<file path="src/rtl/alu8_sequencer.sv">
// Command sequencer for the 8-bit ripple ALU: single-cycle ops plus a
// shift-add multiply that reuses the ALU adder for eight passes.
module alu8_sequencer #(
    parameter int WIDTH     = 8,
    parameter int MUL_ITERS = 8
) (
    input  logic               clock,
    input  logic               reset,
    input  logic               cmd_valid,
    output logic               cmd_ready,
    input  logic [2:0]         cmd_op,
    input  logic [WIDTH-1:0]   cmd_a,
    input  logic [WIDTH-1:0]   cmd_b,
    output logic [WIDTH-1:0]   alu_a,
    output logic [WIDTH-1:0]   alu_b,
    output logic [3:0]         alu_operation,
    input  logic [WIDTH-1:0]   alu_result,
    input  logic               alu_zero,
    input  logic               alu_carry,
    input  logic               alu_overflow,
    output logic               rsp_valid,
    input  logic               rsp_ready,
    output logic [2*WIDTH-1:0] rsp_result,
    output logic               rsp_zero,
    output logic               rsp_carry,
    output logic               rsp_overflow,
    output logic               rsp_error
);

    localparam int CNT_W = (MUL_ITERS > 1) ? $clog2(MUL_ITERS) : 1;
    localparam logic [CNT_W-1:0] LAST = CNT_W'(MUL_ITERS - 1);

    localparam logic [2:0] OP_AND = 3'b000;
    localparam logic [2:0] OP_OR  = 3'b001;
    localparam logic [2:0] OP_ADD = 3'b010;
    localparam logic [2:0] OP_SUB = 3'b011;
    localparam logic [2:0] OP_SLT = 3'b100;
    localparam logic [2:0] OP_NOR = 3'b101;
    localparam logic [2:0] OP_MUL = 3'b110;
    localparam logic [2:0] OP_ILL = 3'b111;

    localparam logic [3:0] ALU_AND = 4'b0000;
    localparam logic [3:0] ALU_OR  = 4'b0001;
    localparam logic [3:0] ALU_ADD = 4'b0010;
    localparam logic [3:0] ALU_SUB = 4'b0110;
    localparam logic [3:0] ALU_SLT = 4'b0111;
    localparam logic [3:0] ALU_NOR = 4'b1100;

    typedef enum logic [1:0] {
        IDLE,
        EXEC,
        MUL,
        DONE
    } state_t;

    state_t state;
    state_t state_n;

    logic [2:0]         op_q;
    logic [WIDTH-1:0]   m_q;
    logic [WIDTH-1:0]   q_q;
    logic [WIDTH-1:0]   p_hi;
    logic [CNT_W-1:0]   cnt;
    logic [3:0]         exec_enc;
    logic [2*WIDTH-1:0] prod_n;

    // One shift-add step: adder carry becomes the new product MSB.
    assign prod_n = {alu_carry, alu_result, q_q[WIDTH-1:1]};

    always_comb begin
        exec_enc = ALU_AND;
        unique case (op_q)
            OP_AND:  exec_enc = ALU_AND;
            OP_OR:   exec_enc = ALU_OR;
            OP_ADD:  exec_enc = ALU_ADD;
            OP_SUB:  exec_enc = ALU_SUB;
            OP_SLT:  exec_enc = ALU_SLT;
            OP_NOR:  exec_enc = ALU_NOR;
            OP_MUL:  exec_enc = ALU_ADD;
            OP_ILL:  exec_enc = ALU_AND;
            default: exec_enc = ALU_AND;
        endcase
    end

    always_comb begin
        state_n       = state;
        cmd_ready     = 1'b0;
        rsp_valid     = 1'b0;
        alu_a         = '0;
        alu_b         = '0;
        alu_operation = ALU_AND;
        unique case (state)
            IDLE: begin
                cmd_ready = 1'b1;
                if (cmd_valid) begin
                    state_n = (cmd_op == OP_MUL) ? MUL : EXEC;
                end
            end
            EXEC: begin
                alu_a         = m_q;
                alu_b         = q_q;
                alu_operation = exec_enc;
                state_n       = DONE;
            end
            MUL: begin
                alu_a         = p_hi;
                alu_b         = q_q[0] ? m_q : '0;
                alu_operation = ALU_ADD;
                if (cnt == LAST) begin
                    state_n = DONE;
                end
            end
            DONE: begin
                rsp_valid = 1'b1;
                if (rsp_ready) begin
                    state_n = IDLE;
                end
            end
            default: state_n = IDLE;
        endcase
    end

    always_ff @(posedge clock) begin
        if (reset) begin
            state        <= IDLE;
            op_q         <= '0;
            m_q          <= '0;
            q_q          <= '0;
            p_hi         <= '0;
            cnt          <= '0;
            rsp_result   <= '0;
            rsp_zero     <= 1'b0;
            rsp_carry    <= 1'b0;
            rsp_overflow <= 1'b0;
            rsp_error    <= 1'b0;
        end else begin
            state <= state_n;
            unique case (state)
                IDLE: begin
                    if (cmd_valid) begin
                        op_q <= cmd_op;
                        m_q  <= cmd_a;
                        q_q  <= cmd_b;
                        p_hi <= '0;
                        cnt  <= '0;
                    end
                end
                EXEC: begin
                    if (op_q == OP_ILL) begin
                        rsp_result   <= '0;
                        rsp_zero     <= 1'b1;
                        rsp_carry    <= 1'b0;
                        rsp_overflow <= 1'b0;
                        rsp_error    <= 1'b1;
                    end else begin
                        rsp_result   <= {{WIDTH{1'b0}}, alu_result};
                        rsp_zero     <= alu_zero;
                        rsp_carry    <= alu_carry;
                        rsp_overflow <= alu_overflow;
                        rsp_error    <= 1'b0;
                    end
                end
                MUL: begin
                    {p_hi, q_q} <= prod_n;
                    cnt         <= cnt + CNT_W'(1);
                    if (cnt == LAST) begin
                        rsp_result   <= prod_n;
                        rsp_zero     <= (prod_n == '0);
                        rsp_carry    <= |prod_n[2*WIDTH-1:WIDTH];
                        rsp_overflow <= 1'b0;
                        rsp_error    <= 1'b0;
                    end
                end
                DONE: begin
                end
                default: begin
                end
            endcase
        end
    end

endmodule

</file>
<file path="config.mk">
export PLATFORM = sky130hd
export DESIGN_NAME = alu8_sequencer
export DESIGN_NICKNAME = d
export VERILOG_FILES = /design/src/rtl/alu8_sequencer.sv
export SDC_FILE = /design/constraint.sdc
export NUM_CORES = 1
export LEC_CHECK = 0
export CORE_MARGIN = 10
export CORE_UTILIZATION = 45
export DETAILED_ROUTE_END_ITERATION = 6
export GPL_TIMING_DRIVEN = 1
export PLACE_DENSITY = 0.77
export SYNTH_ARGS = -nofsm -noshare
export SYNTH_HDL_FRONTEND = slang
export SYNTH_SLANG_ARGS = --single-unit
</file>
<file path="constraint.sdc">
create_clock -name clock -period 2 [get_ports clock]
set_clock_uncertainty 0.05 [all_clocks]
set_input_delay 0.3 -clock clock [delete_from_list [all_inputs] [get_ports clock]]
set_output_delay 0.3 -clock clock [all_outputs]
set_load 0.01 [all_outputs]
</file>
# Word-level counts from Yosys, hierarchy flattened
# Memories as Yosys holds them, arrays and structs flattened. A register that Yosys moved wholly into a read port is not among the register bits.
# Cells that the tools add are included.
dict set report op_classes {
  addsub 1
  n_eq_ne 9
  muxes 33
  reduce_logical 9
}
# cell n
set op_table {}
lappend op_table {{$pmux 8 s2} 4}
lappend op_table {{$mux 8} 4}
lappend op_table {{$pmux 16 s2} 1}
lappend op_table {{$logic_not 16->1} 1}
lappend op_table {{$mux 16} 1}
lappend op_table {{$eq 3x3->1 const B} 3}
lappend op_table {{$mux 1} 9}
lappend op_table {{$mux 3} 3}
lappend op_table {{$mux 2} 4}
lappend op_table {{$pmux 1 s2} 4}
lappend op_table {{$pmux 2 s4} 1}
lappend op_table {{$pmux 4 s2} 1}
lappend op_table {{$reduce_or 8->1} 1}
lappend op_table {{$ne 2x2->1 const B} 3}
lappend op_table {{$pmux 3 s2} 1}
lappend op_table {{$reduce_and 2->1} 3}
lappend op_table {{$eq 2x2->1 const B} 2}
lappend op_table {{$reduce_bool 2->1} 2}
lappend op_table {{$add 3x1->3 const B} 1}
lappend op_table {{$reduce_and 3->1} 1}
lappend op_table {{$eq 2x1->1 const B} 1}
lappend op_table {{$logic_not 2->1} 1}
dict set report word_totals {
  register_bits 52
  rom_bits 32
  out_inout_bits 42
  word_cells 64
  mem_count 1
}
# memory depth word_bits read_ports rd_clocked_by_memory_dff wr line
set memory_table {}
lappend memory_table {{(no name shown)} 8 4 1 1 0 72} ;# unique case (op_q)

# Longest topological paths before layout
# Gate-level depths: netlist (run 1).
dict set report logic_depth {
  word_depth 4
  mapped_depth 8
}

# Worst setup path before layout (run 1)
# OpenSTA, ideal clock, no wires.
dict set report synth_timing {
  kind {register to register}
  startpoint {reg state[0]}
  endpoint {reg, netlist name exec_enc[1]}
  setup_ns 0.122
  arrival_ns 1.518
  required_ns 1.828
  setup_slack_ns 0.310
  path_stages_with_launch 9
  path_buffers 2
  synth_period_minus_slack_ns 1.690
  path_cell_list {dfxtp_1 -> inv_1 -> ha_1 -> buf_6 -> nand2_4 -> buf_12 -> mux2i_4 -> a31oi_1 -> a21boi_2}
}
dict set report synth_via {
  elab_chain_cells 4
}
# element line
set synth_lines {}
lappend synth_lines {{start, declared} 56} ;# state_t state;
lappend synth_lines {{start signal, assigned} 137} ;# state <= state_n;
lappend synth_lines {{$logic_not 2->1} 138} ;# unique case (state)
lappend synth_lines {{$reduce_and 2->1 (no line)} n/a}
lappend synth_lines {{$mux 3 (no line) (2 in series)} n/a}
# Every way passes these cells.
# A chain may end at the register's enable or synchronous reset.

# Final worst setup path (run 1)
dict set report layout_timing {
  startpoint {reg state[0]}
  endpoint {out alu_operation[2]}
}
dict set report layout_via {
  elab_chain_cells 2
  word_cells_on_any_way 3
  cone_classes {eq/ne (2); mux (1)}
}
# element line
set layout_lines {}
lappend layout_lines {{$eq 2x2->1 or $eq 2x1->1 (tied branches)} 92} ;# unique case (state)
lappend layout_lines {{$pmux 4 s2 (*)} 92}
lappend layout_lines {{end, declared} 16} ;# output logic [3:0] alu_operation,
# Every way passes the cells marked *; elsewhere a longest branch is shown, timed or not.

==> impl_results.md, run 1 <==
- Status: complete, no violations
- Standard-cell rows: 27
- Sequential standard cell area: approximately 1100 sq um
- DRC errors left: 0
- Clk network pwr share: 0.151
- Antenna-violating nets left: 0
- Minimum clock period: 1.91 ns
- CTS Root Cell: clkbuf_8
- Final wirelength: just under 8000 um
- Multi-input logic area: roughly 1400 sq um
- Commonest non-fill, non-tap cell in the layout: dfxtp_1
- Die span in x: ~96 um
- Layout cells sized above 1: 0.198
- Port bufs: 75
- Top delay family on crit path: buffers and inverters
- Hold WC Path Type: primary input to flip-flop
- Worst-path fanout max: 14
- Slew @ Worst Pin: 0.567 ns
- Vias in the first global route: approximately 2.4k
- Max incr delay on CP: roughly 0.35 ns
- Slew Limit Fails: 0
- Initial antenna violation count: 0
- Avg Synthesized Cell Area: 9.08 sq um
- Top-area cell type share of the netlist area: 0.436
- P_leak: ~0.0013 uW
- Gpl congestion: roughly 0.88
- Switching power: 1780 uW
- Worst skew pair latency: approximately 0.32 ns
- First-pass GRT wire length: around 12000 um
- Vias: 2428
- Buffers & Inverters on Critical Path: 3
- GRT Residual Overflow: 0
- Fmax achieved: about 520 MHz
- Post-Layout Cell Count: 436
- Netlist cell types: between 40 and 50
- # setup viols final: 0
- Tot GR Track Use: 0.169
- Post-Syn Instances: between 200 and 300
- Worst hold slack: between 0.4 and 0.5 ns
- DR WL/cell: 17.6 um
- Final Hold Viols: 0
- Syn_nets: 323
- 1st-pass router iterations: 4
- Critical path class: flip-flop to primary output
- Worst vdd ir: 0.000725 V
- Most frequent cells in the layout: 54 x dfxtp_1, 53 x clkdlybuf4s50_1, 43 x nor2_1
- Mapped Area: about 2600 sq um
- Seq cells post-synth: 56
- Synthesis-to-layout area growth: 38.0%
- Diodes inserted: 0
- Post-synthesis sequential area ratio: 0.436
- HPWL after DPL: between 6000 and 7000 um
- Net count, final: slightly above 400
- CTS buffer count: 5
- First-iteration detailed-routing DRC count: between 150 and 200
- Cells after DPL: about 430
- Final period util: 0.957
- Crit path capture type: primary output
- Synth Warn #: 0
- Asr flop ratio synth: 0
- Arr. time, crit path: between 1.5 and 2 ns
- Slowest-stage cell, CP: dfxtp_2
- Die Y: 95.6 um
- I/O Pins: 76
- Die ar.: about 9000 sq um
- Vias per cell: ~5.6
- Core Area: ~5500 sq um
- Filler Cells Inserted: between 400 and 500
- CTS tree: done
- Sw frac: 0.401
- Logic pwr share: 0.490
- Setup ws final: roughly 0.085 ns
- Hold-fix buffer count after cts: 0
- H-tree levels: 2
- Post-Place Worst Slack: -0.0842 ns
- Top cells by area, synth: dfxtp_1 44%, a22oi_1 8.5%, nor2_1 6.4%
- Max Root-Sink Buffers: 2
- Area leader, netlist: dfxtp_1
- Critical Path RT: about 1.7 ns
- Clk slew on worst S/H paths: approximately 0.10 ns
- Max-slew headroom: 0.622
- CTS Sinks: between 50 and 60
- Pint: between 2000 and 3000 uW
- Starting Density: 0.464
- Max-Cap Viols: 0
- Largest net degree at the start of global routing: 29
- Top_reg_cell synth: dfxtp_1
- Total Power: approximately 4400 uW
- PwrDens: 1250 nW/um^2
- Worst Setup Start Kind: flip-flop
- Critical Path, Cell by Cell: inv_2 > ha_4 > buf_6 > and3_1 > dlygate4sd2_1
- Post-synth EDFFs: 0
- Reg power frac: 0.359
cell families after synthesis:
logic type	synth area share
buffers and inverters	0.0545
muxes	0.0565
DFF	0.436
adders and majority gates	0.0292
and+or+nand+nor	0.197
AOI/OAI and AO/OA	0.226
stage by stage:
| stage | setup TNS, ns | utilization | area [sq um] |
|---|---|---|---|
| after CTS | -0.0293 | 0.646 | 3580 |
| after floorplan | 0 | - | 2570 |
| after global placement | -0.213 | 0.619 | 3430 |
| after global routing | -0.00966 | 0.640 | 3550 |
| after detailed placement | -0.514 | 0.619 | 3430 |
| final | 0 | 0.640 | 3550 |
timing repair:
action / in CTS / in global routing
setup buffers: 0 / 0
endpoints found under the hold margin: 0 / 0
gates resized for setup: 51 / 34
setup endpoints to repair: 20 / 19
pin swaps: 1 / 3
per-layer routing:
layer	up-vias	global-route usage	share of wire
met4	0	0.0319	0.0061
met1	1145	0.217	0.42
li1	1180	-	-
met3	6	0.0613	0.11
met2	97	0.268	0.47
met5	-	0	0
final cells by class:
type / count / share of cell area
Clock buffer: 5 / 0.0194
Timing Repair Buffer: 95 / 0.236
Inverter: 4 / 0.00423
Clock inverter: 3 / 0.00812
Tap cell: 72 / 0.0254
Sequential cell: 56 / 0.317
Multi-Input combinational cell: 201 / 0.390
final timing paths:
kind / start / to / slack, ns / cells past startpoint
worst max-delay path: state[0]$_SDFFE_PP0P_ / alu_operation[2] / 0.09 / 5
worst min-delay path: reset / cnt[2]$_SDFFE_PP0P_ / 0.43 / 2
worst max register to register: state[1]$_SDFFE_PP0P_ / rsp_result[7]$_SDFFE_PP0P_ / 0.12 / 9
worst min register to register: rsp_result[7]$_SDFFE_PP0P_ / rsp_result[7]$_SDFFE_PP0P_ / 0.45 / 2
cell usage after synthesis (2+ instances only):
master	n
nor2b_1	10
buf_4	3
nand2b_1	5
dfxtp_1	56
nor2_1	44
nand2_1	20
nor4_1	3
buf_2	6
and3_1	4
clkbuf_1	11
a21oi_1	12
o21ai_0	2
ha_1	6
a211oi_1	8
a22o_1	7
mux2i_1	10
a22oi_1	29
a221oi_1	8
and2_1	3
mux2i_4	2
inv_1	4
nor3_1	9
power by group through the flow:
stage / logic, uW / clock network, uW / registers [uW]
after global placement: 1980 / 0 / 1590
final: 2170 / 670 / 1590
after floorplan: 1320 / 0 / 1570
after CTS: 2130 / 676 / 1580
after detailed placement: 2020 / 0 / 1600
after global routing: 2380 / 731 / 1620
registers in the layout, indices dropped and copies added (netlist names):
name and cells:
cnt 3, exec_enc 4, m_q 8, op_q 3
p_hi 8, q_q 8, rsp_carry 1, rsp_error 1
rsp_overflow 1, rsp_result 16, rsp_zero 1, state 2
(Power assumes the default switching activity.)
==> run 2: changes to the inputs <==
--- a/config.mk
+++ b/config.mk
@@ -5,11 +5,13 @@
 export SDC_FILE = /design/constraint.sdc
 export NUM_CORES = 1
 export LEC_CHECK = 0
+export ABC_AREA = 1
 export CORE_MARGIN = 10
 export CORE_UTILIZATION = 45
 export DETAILED_ROUTE_END_ITERATION = 6
 export GPL_TIMING_DRIVEN = 1
 export PLACE_DENSITY = 0.77
+export RECOVER_POWER = 100
 export SYNTH_ARGS = -nofsm -noshare
 export SYNTH_HDL_FRONTEND = slang
 export SYNTH_SLANG_ARGS = --single-unit
==> impl_results.md, run 2 <==
- Crit path capture type: primary output
- Top-count cell post-synth: nand2_1
- Syn_nets: around 400
- Multi-input logic area: 1260 sq um
- Vias per cell: 5.31
- First-pass GRT wire length: about 13000 um
- Commonest non-fill, non-tap cell in the layout: nand2_1
- Pint: roughly 2100 uW
- Largest net degree at the start of global routing: 26
- Worst-path fanout max: 8
- Mapped Area: approximately 2600 sq um
- Critical Path RT: around 1.7 ns
- Die span in x: 95.5 um
- Synth Warn #: 0
- CTS Sinks: 56
- PwrDens: between 900 and 1000 nW/um^2
- Final Hold Viols: 0
- Die Y: between 90 and 100 um
- Slew @ Worst Pin: roughly 0.61 ns
- Setup TNS: 0 ns
- Standard-cell rows: 27
- Reg power frac: 0.421
- Starting Density: 0.466
- Layout cells sized above 1: 0.129
- Critical path class: flip-flop to primary output
- Worst Setup Start Kind: flip-flop
- 1st-pass router iterations: 5
- Asr flop ratio synth: 0
- Sequential standard cell area: approximately 1100 sq um
- Vias: roughly 2.7k
- Hold-fix buffer count after cts: 0
- CTS tree: done
- Reg2Reg Setup Slack: between 0.1 and 0.15 ns
- Synthesis-to-layout area growth: 37.1%
- Arr. time, crit path: ~1.6 ns
- Filler Cells Inserted: approximately 520
- Vias in the first global route: around 2.6k
- Avg Synthesized Cell Area: 7.11 sq um
- Post-Syn Instances: 361
- Net count, final: 480
- Worst hold slack: 0.416 ns
- Seq cells post-synth: 56
- Setup Fix Bufs, Post-CTS: 0
- Setup ws final: 0.0255 ns
- Switching power: ~1200 uW
- Minimum clock period: approximately 2.0 ns
- HPWL after DPL: between 5000 and 6000 um
- Initial antenna violation count: 0
- Die ar.: about 9100 sq um
- CTS buffer count: 5
- Clk slew on worst S/H paths: approximately 0.1 ns
- Top_reg_cell synth: dfxtp_1
- Max-slew headroom: 0.595
- P_leak: between 0.0015 and 0.002 uW
- Status: complete, no violations
- I/O Pins: 76
- Most frequent cells in the layout: 84 x nand2_1, 54 x dfxtp_1, 42 x a21oi_1
- Max-Cap Viols: 0
- Top cells by count, synth: 84 x nand2_1, 56 x dfxtp_1, 42 x a21oi_1
- # setup viols final: 0
- Post-synthesis sequential area ratio: 0.437
- Top-area cell type share of the netlist area: 0.437
- CTS Root Cell: clkbuf_8
- Diodes inserted: 0
- Logic pwr share: 0.391
- Slew Limit Fails: 0
- Fmax achieved: a little over 500 MHz
- Largest reg by FF count: rsp_result
- Worst vdd ir: between 0.0003 and 0.0004 V
- Antenna-violating nets left: 0
- Max reg flops: 16
- Port bufs: 75
- Critical Path, Cell by Cell: inv_2 > ha_4 > buf_8 > nand3_1 > o21ai_1 > clkdlybuf4s15_2
- Top cells by area, synth: dfxtp_1 44%, nand2_1 12%, a21oi_1 8.2%
- Tot GR Track Use: 0.172
- Final period util: 0.987
- DR WL/cell: between 15 and 20 um
- Max incr delay on CP: 0.35 ns
- Sw frac: 0.364
- GRT Residual Overflow: 0
- Core Area: 5510 sq um
- H-tree levels: 2
- Area leader, netlist: dfxtp_1
- First-iteration detailed-routing DRC count: 227
- Max Root-Sink Buffers: 2
- Post-synth EDFFs: 0
- Hold WC Path Type: flip-flop to flip-flop
- Clk network pwr share: 0.188
- Slowest-stage cell, CP: dfxtp_2
- Post-Place Worst Slack: -0.150 ns
- Gpl congestion: approximately 0.82
- DRC errors left: 0
- Worst skew pair latency: 0.31 ns
- Netlist cell types: 24
- Final wirelength: just under 8000 um
-- run 2: final timing paths --
path,start,cells after the start,to
min reg2reg,rsp_result[12]$_SDFFE_PP0P_,2,rsp_result[12]$_SDFFE_PP0P_
max reg2reg,state[0]$_SDFFE_PP0P_,9,p_hi[5]$_SDFFE_PP0P_
max,state[1]$_SDFFE_PP0P_,6,alu_a[5]
min,rsp_result[12]$_SDFFE_PP0P_,2,rsp_result[12]$_SDFFE_PP0P_
-- run 2: timing repair --
item	in CTS	in global routing
pin swaps	0	1
gates resized for setup	78	23
cloned	0	1
setup endpoints to repair	20	28
-- run 2: critical path, delay by kind of cell, from the launching register on --
kind | cells | cell delay [ns]
buf+inv | 3 | 0.45
compound gates | 1 | 0.10
simple gates | 1 | 0.07
flops | 1 | 0.35
fa+ha+maj | 1 | 0.34
-- run 2: stage by stage --
stage	instance area, sq um	instances	util	total power, uW
final	3520	513	0.639	3280
after global routing	3520	513	0.639	3490
after CTS	3510	512	0.637	3210
after detailed placement	3420	504	0.622	2570
after global placement	3420	504	0.622	2540
after floorplan	2570	361	-	2090
-- run 2: logic make-up after synthesis --
| kind of cell | after synthesis | share of synthesized area |
|---|---|---|
| buffers and inverters | 54 | 0.0897 |
| AO/OA/AOI/OAI | 102 | 0.217 |
| AND/OR/NAND/NOR | 143 | 0.227 |
| adder cells (fa/ha/maj) | 6 | 0.0293 |
| flip-flops | 56 | 0.437 |
-- run 2: power by group through the flow --
stage | clock (uW) | sequential (uW) | combinational [uW]
detailed placement | 0 | 1400 | 1170
global placement | 0 | 1400 | 1140
finish | 616 | 1380 | 1280
global route | 676 | 1410 | 1410
floorplan | 0 | 1410 | 672
CTS | 621 | 1380 | 1210
-- run 2: area by class of cell --
class                           instances  share of cell area
Multi-Input combinational cell        251               0.358
Sequential cell                        56               0.319
Timing Repair Buffer                   92               0.236
Inverter                               34              0.0363
Tap cell                               72              0.0256
Clock buffer                            6              0.0206
Clock inverter                          2             0.00462
-- run 2: routing by layer --
metal | track usage | vias to the layer above | routed length (um)
li1 | - | 1358 | -
met4 | 0.0528 | 0 | 129
met5 | 0 | - | 0
met2 | 0.305 | 102 | 3930
met3 | 0.0385 | 12 | 572
met1 | 0.200 | 1251 | 3300
==> run 3: changes to the inputs <==
--- a/config.mk
+++ b/config.mk
@@ -7,11 +7,11 @@
 export LEC_CHECK = 0
 export ABC_AREA = 1
 export CORE_MARGIN = 10
-export CORE_UTILIZATION = 45
+export CORE_UTILIZATION = 47
 export DETAILED_ROUTE_END_ITERATION = 6
 export GPL_TIMING_DRIVEN = 1
-export PLACE_DENSITY = 0.77
-export RECOVER_POWER = 100
+export PLACE_DENSITY = 0.8
+export RECOVER_POWER = 25
 export SYNTH_ARGS = -nofsm -noshare
 export SYNTH_HDL_FRONTEND = slang
 export SYNTH_SLANG_ARGS = --single-unit
==> constraint.sdc (replaced) <==
create_clock -name clock -period 2 [get_ports clock]
set_clock_uncertainty 0.05 [all_clocks]
set_input_delay 0.3 -clock clock [delete_from_list [all_inputs] [get_ports clock]]
set_output_delay 0.3 -clock clock [all_outputs]
set_load 0.005 [all_outputs]
==> impl_results.md, run 3 (synthesis gave the netlist of run 2 again) <==
- Status: complete, no violations
- Final period util: 0.990
- CTS tree: done
- CTS Sinks: 56
- Hold-fix buffer count after cts: 0
- Fmax achieved: approximately 510 MHz
- FF-to-FF path depth: 6
- Die ar.: a little under 9000 sq um
- DRC errors left: 0
- Synthesis-to-layout area growth: 38.2%
- First-pass GRT wire length: approximately 13000 um
- Hold_sp: rsp_result[10]$_SDFFE_PP0P_
- GRT met2 Usage: 0.309
- Die span in x: between 90 and 100 um
- Vias per cell: roughly 5.3
- Crit path capture type: primary output
- Max-slew headroom: 0.591
- Standard-cell rows: 26
- HPWL after DPL: 5830 um
- Reg2Reg Setup Slack: between 0.2 and 0.3 ns
- Minimum clock period: 1.98 ns
- Port bufs: between 70 and 80
- Die Y: between 90 and 100 um
- Initial antenna violation count: 0
- Core Util, Final: 0.681
- I/O Pins: 76
- Global routing's busiest layer: met2
- Slew @ Worst Pin: a little over 0.6 ns
- Core Area: between 5000 and 6000 sq um
- CTS Root Cell: clkbuf_8
- Largest net degree at the start of global routing: 26
- Most frequent cells in the layout: 83 x nand2_1, 54 x dfxtp_1, 49 x clkdlybuf4s50_1
- # setup viols final: 0
- Hold WC Path Type: flip-flop to flip-flop
- Met1 Use GR: 0.213
- Critical Path RT: approximately 1.7 ns
- Tot GR Track Use: 0.180
- Layout cells sized above 1: 0.129
- P_leak: 0.00148 uW
- Total Power: approximately 3300 uW
- Slew Limit Fails: 0
- Met3 Use GR: 0.0480
- Vias in the first global route: about 2.6k
- Max Root-Sink Buffers: 2
- RR Endpoint: m_q[3]$_SDFFE_PP0N_
- H-tree levels: 2
- First-iteration detailed-routing DRC count: 266
- Largest reg by FF count: rsp_result
- Worst Setup Start Kind: flip-flop
- RSZ-0062 raised after global routing: yes
- FF-to-FF Start: state[0]$_SDFFE_PP0P_
- PwrDens: between 900 and 1000 nW/um^2
- DR WL/cell: about 16 um
- Worst vdd ir: 0.000538 V
- Final wirelength: approximately 8000 um
- Max-Cap Viols: 0
- Worst-path fanout max: 8
- Arr. time, crit path: 1.63 ns
- 1st-pass router iterations: 6
- Min-Delay Endpoint: rsp_result[10]$_SDFFE_PP0P_
- Clk slew on worst S/H paths: approximately 0.1 ns
- Diodes inserted: 0
- Critical path class: flip-flop to primary output
- Final Hold Viols: 0
- Worst skew pair latency: between 0.3 and 0.4 ns
- Net count, final: 480
- Gpl congestion: ~0.89
- Hold path depth: 2
- CTS buffer count: 5
- Commonest non-fill, non-tap cell in the layout: nand2_1
- Max reg flops: 16
- Antenna-violating nets left: 0
- Starting Density: 0.493
- Setup TNS: 0 ns
- Vias: about 2.7k
- Filler Cells Inserted: 453
- GRT Residual Overflow: 0
==> run 3: power breakdown <==
part	switching [uW]	internal, uW
Clock	380	252
Combinational	710	574
Sequential	99.9	1290
==> run 3: what timing repair did <==
action / 4_1_cts / 5_1_grt
cloned: 0 / 0
pin swaps: 1 / 0
gates resized for setup: 56 / 25
endpoints found under the setup margin: 21 / 16
buffers inserted: 3 / 0
==> run 3: critical path: stages, from the launching register on <==
cell	delay [ns]
dfxtp_2	0.35
inv_2	0.05
ha_4	0.28
buf_12	0.11
nand2_4	0.09
o31ai_1	0.20
clkdlybuf4s15_2	0.24
==> run 3: worst max-delay path by stage <==
| stage | start | end | slack, ns | depth (start not counted) |
|---|---|---|---|---|
| CTS | state[0]$_SDFFE_PP0P_ | alu_b[1] | -0.02 | 6 |
| finish | state[0]$_SDFFE_PP0P_ | alu_b[2] | 0.02 | 6 |
| detailed placement | state[1]$_SDFFE_PP0P_ | alu_a[1] | -0.10 | 6 |
| floorplan | state[0]$_SDFFE_PP0P_ | alu_a[1] | 0.35 | 6 |
| global placement | state[0]$_SDFFE_PP0P_ | alu_b[0] | -0.04 | 5 |
| global route | state[0]$_SDFFE_PP0P_ | alu_b[2] | -0.04 | 6 |
==> run 3: metrics by stage <==
stage / setup slack (ns) / cells / hold WS, ns / cell area, sq um
after floorplan: 0.350 / 361 / 0.379 / 2570
after global placement: -0.0438 / 500 / 0.396 / 3410
after detailed placement: -0.102 / 500 / 0.403 / 3410
after CTS: -0.0179 / 511 / 0.418 / 3600
after global routing: -0.0418 / 511 / 0.436 / 3550
final: 0.0205 / 511 / 0.414 / 3550
==> run 3: layer usage <==
| layer | vias up | wire (um) |
|---|---|---|
| li1 | 1355 | - |
| met1 | 1237 | 3370 |
| met2 | 107 | 3940 |
| met3 | 16 | 507 |
| met4 | 0 | 164 |
| met5 | - | 0 |
==> run 3: cell type report <==
cell class                      instances  area, sq um  area share
Multi-Input combinational cell        251         1280       0.360
Sequential cell                        56         1120       0.317
Timing Repair Buffer                   92          838       0.236
Inverter                               34          130      0.0367
Tap cell                               70         87.6      0.0247
Clock buffer                            5         68.8      0.0194
Clock inverter                          3         22.5     0.00635
